**src/rtl/rvj1_ifetch.sv**
```systemverilog
// rvj1_ifetch -- instruction fetch unit for the rvj1 core.
//
// Issues sequential word reads to the 2 KB instruction RAM.
// A small prefetch FIFO absorbs the SRAM's one-cycle read latency.
// A redirect (jmp_i) flushes the FIFO, discards any stale response and
// restarts fetch at the jump target.
//
// Ports:
//   wb_clk_i       clock
//   wb_rst_i       synchronous active-high reset
//   fetch_en_i     allow new IRAM reads (IDLE/RUN control, registered)
//   jmp_i          single-cycle redirect request
//   jmp_addr_i     redirect target byte address (bits [1:0] ignored)
//   ram_en_o       IRAM read request this cycle
//   ram_addr_o     word-aligned byte address of the request
//   ram_rdata_i    IRAM read data, valid the cycle after the request
//   instr_o        instruction word at the FIFO head
//   instr_addr_o   byte address of instr_o
//   instr_valid_o  FIFO head is valid
//   instr_ready_i  decoder accepts the head this cycle
module rvj1_ifetch #(
    parameter logic [31:0] BOOT_ADDR  = 32'h3000_0000,
    parameter int unsigned FIFO_DEPTH = 2
) (
    input  logic        wb_clk_i,
    input  logic        wb_rst_i,
    input  logic        fetch_en_i,
    input  logic        jmp_i,
    input  logic [31:0] jmp_addr_i,
    output logic        ram_en_o,
    output logic [31:0] ram_addr_o,
    input  logic [31:0] ram_rdata_i,
    output logic [31:0] instr_o,
    output logic [31:0] instr_addr_o,
    output logic        instr_valid_o,
    input  logic        instr_ready_i
);

    localparam int unsigned PW = $clog2(FIFO_DEPTH);
    localparam int unsigned CW = PW + 2;

    typedef enum logic {IDLE, RUN} state_t;

    state_t        state, state_next;
    logic [31:0]   pc;
    logic [31:0]   req_addr;
    logic          inflight;
    logic          drop;
    logic [31:0]   mem_data [FIFO_DEPTH];
    logic [31:0]   mem_addr [FIFO_DEPTH];
    logic [PW-1:0] rd_ptr, wr_ptr;
    logic [PW:0]   count;
    logic          pop, push, flush;
    logic [CW-1:0] credit;
    logic          jmp_unused;

    assign jmp_unused = ^jmp_addr_i[1:0];

    // State register
    always_ff @(posedge wb_clk_i) begin
        if (wb_rst_i) state <= IDLE;
        else          state <= state_next;
    end

    // Next-state logic
    always_comb begin
        state_next = state;
        case (state)
            IDLE:    if (fetch_en_i)  state_next = RUN;
            RUN:     if (!fetch_en_i) state_next = IDLE;
            default: state_next = IDLE;
        endcase
    end

    // Request issue. The credit counts FIFO entries plus the outstanding
    // response, less the entry leaving this cycle, so a full FIFO that is
    // being drained still requests and sustains one word per cycle.
    always_comb begin
        credit     = CW'(count) + CW'(inflight) - CW'(pop);
        ram_en_o   = (state == RUN) && !jmp_i && (credit < CW'(FIFO_DEPTH));
        ram_addr_o = pc;
    end

    assign pop           = instr_valid_o && instr_ready_i;
    assign flush         = jmp_i && (state == RUN);
    // A response landing in a flush cycle belongs to the old stream.
    assign push          = inflight && !drop && !flush;
    assign instr_valid_o = (count != '0);
    assign instr_o       = mem_data[rd_ptr];
    assign instr_addr_o  = mem_addr[rd_ptr];

    // Program counter and response tracking
    always_ff @(posedge wb_clk_i) begin
        if (wb_rst_i) begin
            pc       <= BOOT_ADDR;
            req_addr <= '0;
            inflight <= 1'b0;
            drop     <= 1'b1;
        end else begin
            inflight <= ram_en_o;
            drop     <= 1'b0;
            if (ram_en_o) req_addr <= pc;
            if (jmp_i)         pc <= {jmp_addr_i[31:2], 2'b00};
            else if (ram_en_o) pc <= pc + 32'd4;
        end
    end

    // Prefetch FIFO
    always_ff @(posedge wb_clk_i) begin
        if (wb_rst_i) begin
            rd_ptr <= '0;
            wr_ptr <= '0;
            count  <= '0;
            for (int unsigned i = 0; i < FIFO_DEPTH; i++) begin
                mem_data[i] <= '0;
                mem_addr[i] <= '0;
            end
        end else if (flush) begin
            rd_ptr <= '0;
            wr_ptr <= '0;
            count  <= '0;
        end else begin
            if (push) begin
                mem_data[wr_ptr] <= ram_rdata_i;
                mem_addr[wr_ptr] <= req_addr;
                wr_ptr           <= wr_ptr + 1'b1;
            end
            if (pop) rd_ptr <= rd_ptr + 1'b1;
            case ({push, pop})
                2'b10:   count <= count + 1'b1;
                2'b01:   count <= count - 1'b1;
                default: count <= count;
            endcase
        end
    end

`ifndef SYNTHESIS
    always_ff @(posedge wb_clk_i) begin
        if (!wb_rst_i)
            assert (!(push && !pop && !flush && count == (PW + 1)'(FIFO_DEPTH)));
    end
`endif

endmodule
```
**config.mk**
```make
export PLATFORM = sky130hd
export DESIGN_NAME = rvj1_ifetch
export DESIGN_NICKNAME = d
export VERILOG_FILES = /design/src/rtl/rvj1_ifetch.sv
export SDC_FILE = /design/constraint.sdc
export NUM_CORES = 1
export LEC_CHECK = 0
export ABC_AREA = 1
export CORE_UTILIZATION = 30
export DETAILED_ROUTE_END_ITERATION = 6
export PLACE_DENSITY = 0.62
export SETUP_SLACK_MARGIN = 0.05
export SLEW_MARGIN = 10
export SYNTH_ARGS = -nofsm -noshare
export SYNTH_HDL_FRONTEND = slang
export SYNTH_SLANG_ARGS = --single-unit
```
**constraint.sdc**
```tcl
create_clock -name wb_clk_i -period 3.75 [get_ports wb_clk_i]
set_clock_uncertainty 0.2 [all_clocks]
set_input_delay 0.75 -clock wb_clk_i [delete_from_list [all_inputs] [get_ports wb_clk_i]]
set_output_delay 0.75 -clock wb_clk_i [all_outputs]
set_load 0.05 [all_outputs]
```
==> impl_metrics.ini <==
[synthesis]
yosysMostFrequentCell = nor2_1
ys_seq_area_frac = 0.585
yosysTopAreaCellShare = 0.428
synth_warnings = 0
netlist_top_cells_count = nor2_1, nand2_1, edfxtp_1, inv_1, dfxtp_1
synthFlopType = edfxtp_1
yosys-top-cells-area = edfxtp_1, dfxtp_1, mux2_2
synth_top_cell_by_area = edfxtp_1
yosysUniqueCellTypes = 40
ys_ff_latch = 192
syn_area_um2 = 8700
synthCells = 915
postSynthAreaPerCell_um2 = 9.51
synth-edff-count = 124
synthArstFlopShare = 0

[sta]
fin_tns_setup_ns = 0
period_needed_ns = 3.51
finalCritPeriodShare = 0.937
slew_violations = 0
hold_viol = 0
worst_pin_slew_ns = 0.772
slew_headroom = 0.485
setup_viol = 0
fmax_mhz = 285
rsz0062_at_grt = no

[floorplanning]
fp.dieW_um = 172
ios = 167
die_area_um2 = 29700
core_um2 = 28200
rows = 61
start_util = 0.309
die_h_um = 172

[critical_path]
end_kind = primary output
path_depth = 12
reg2reg_to = ram_addr_o[23]$_SDFFE_PP0P_
path_buf_inv = 4
cpLargestDelayFamily = adder cells
crit_path_top_delay_cell = fa_1
crit_end = ram_en_o
cp-start-kind = flop
rrSetupSlack_ns = 0.73
arrival_ns = 2.56
cp_cell_sequence = or2_4 > nand2_2 > inv_2 > ha_1 > inv_1 > nand2_1 > fa_1 > nand2_1 > nor2_2 > nand2_2 > inv_2 > buf_12
crit_path_start = count[0]$_SDFFE_PP0P_
reg2reg_from = count[0]$_SDFFE_PP0P_
slowest_delay_ns = 0.48
reg2reg_depth = 18
crit_required_ns = 2.80
worst-setup-path-type = reg -> out
crit_fanout = 5

[clock_tree]
clock_latency_ns = 0.43
cts_tree = yes
numCtsBuffers = 17
ctsHoldBuffers = 0
post_cts_buffers = 0
cts_max_path_buffers = 2
clk_pin_slew_ns = 0.07
cts_htree_levels = 4
cts_num_sinks = 192
cts_root_buf = clkbuf_16

[power]
p_leak_uw = 0.00438
powerDensity_nw_per_um2 = 421
ir_drop_mv = 0.275
power_uw = 4800

[detailed_routing]
drc = 0
vias = 6546
wire_per_inst_um = 15.2
wl_um = 22100
viasPerCell = 4.49
drtIter0Drc = 430
ant_nets = 0
dr.pass1.iters = 5

[grt]
grt_antenna_before_repair = 0
grt_pass1_wl_um = 33600
grt-ovfl-total = 0
grt_pass1_vias = 6203
grt.total_usage = 0.151
grt_max_degree = 63

[status]
status = complete, no violations

[final_layout]
fin_util = 0.405
diodes = 0
finalNetCount = 1141
layout-drive-gt1-share = 0.131
fillCellCount = 2757
area_growth_pct = 31.1

[placement]
globalplace.congestion = 0.857
dpl.hpwl_um = 15100
portBuffers = 160

[flow_run]
maxCapViolations = 0

[worst_hold_path]
hold_path.class = reg -> reg
[cells by family after synthesis]
family / after synthesis / share of synthesized area
AO/OA/AOI/OAI: 103 / 0.0623
XOR/XNOR: 9 / 0.00906
adder cells (fa/ha/maj): 4 / 0.00662
buffers and inverters: 156 / 0.0709
flip-flops: 192 / 0.585
multiplexers: 62 / 0.0803
other: 1 / 0.000431
AND/OR/NAND/NOR: 388 / 0.186
[flip-flops by register name, indices dropped and copies added (netlist names), named ones only]
register    count
state           1
count           2
req_addr       30
mem_data       64
drop            1
ram_addr_o     30
inflight        1
rd_ptr          1
mem_addr       60
wr_ptr          1
[per-stage QoR]
step                setup slack, ns  std cells  instance area (um2)  hold WS [ns]
finish                        0.237       1459                11400         0.265
global route                  0.108       1459                11400         0.281
CTS                          0.0813       1459                11400         0.270
detailed placement           0.0896       1427                10800         0.259
global placement              0.102       1427                10800         0.259
floorplan                    0.0745        918                 8710         0.245
[worst min-delay path by stage]
stage / endpoint / slack (ns) / cells after the start / startpoint
final: req_addr[2]$_SDFFE_PP0P_ / 0.27 / 2 / req_addr[2]$_SDFFE_PP0P_
after global routing: req_addr[2]$_SDFFE_PP0P_ / 0.28 / 2 / req_addr[2]$_SDFFE_PP0P_
after CTS: req_addr[2]$_SDFFE_PP0P_ / 0.27 / 2 / req_addr[2]$_SDFFE_PP0P_
after detailed placement: req_addr[2]$_SDFFE_PP0P_ / 0.26 / 2 / req_addr[2]$_SDFFE_PP0P_
after global placement: req_addr[2]$_SDFFE_PP0P_ / 0.26 / 2 / req_addr[2]$_SDFFE_PP0P_
after floorplan: req_addr[2]$_SDFFE_PP0P_ / 0.24 / 2 / req_addr[2]$_SDFFE_PP0P_
[tightest hold or removal path, delay by kind of cell, from the launching register on]
family | cells | cell delay [ns]
AOI/OAI and AO/OA | 1 | 0.05
DFF | 1 | 0.31
and+or+nand+nor | 1 | 0.06
[power by group]
part | switching [uW] | total, uW | internal, uW
clock network | 844 | 1800 | 955
logic | 390 | 619 | 229
registers | 57.7 | 2380 | 2330
[layout make-up]
class	instances	area [um2]	area share
inverter	110	413	0.0362
multi-input combinational	570	3050	0.267
timing repair buffer	177	1790	0.157
sequential	192	5090	0.447
clock buffer	20	478	0.0419
clock inverter	12	108	0.00944
tap	378	473	0.0415
[layer usage]
metal	vias to the layer above	global-route usage	routed length [um]
met2	180	0.252	10500
met5	-	0	0
li1	3292	-	-
met1	3058	0.194	9980
met3	16	0.0346	1230
met4	0	0.0473	349
[placed cells by master, fill, tap and decap left out, types with 3 or more instances in the layout]
master           Yosys  layout
inv_6                0       8
dfxtp_1             68      65
xor2_1               7       7
nor2_2               3       4
inv_1              104     103
nand2_2              2       5
o21ai_0             38      38
mux2_2              62      62
ha_1                 3       3
nand2_1            148     143
buf_4                4      13
a31oi_1              5       5
a21oi_1             45      45
buf_12               0       5
a211oi_1             3       3
nor2_1             179     178
conb_1               1       4
inv_2                5       6
nand4_1              7       7
nand2_4              1       3
clkdlybuf4s50_1      0     158
o21ai_1              8       8
clkbuf_16            0      18
nand3b_1             6       6
edfxtp_1           124     124
nand3_1             29      28
[timing repair]
item,in CTS,in global routing
setup endpoints to repair,0,1
resized for setup,0,8
endpoints found under the hold margin,0,0
Note: power is estimated with default switching activity, not from simulation.
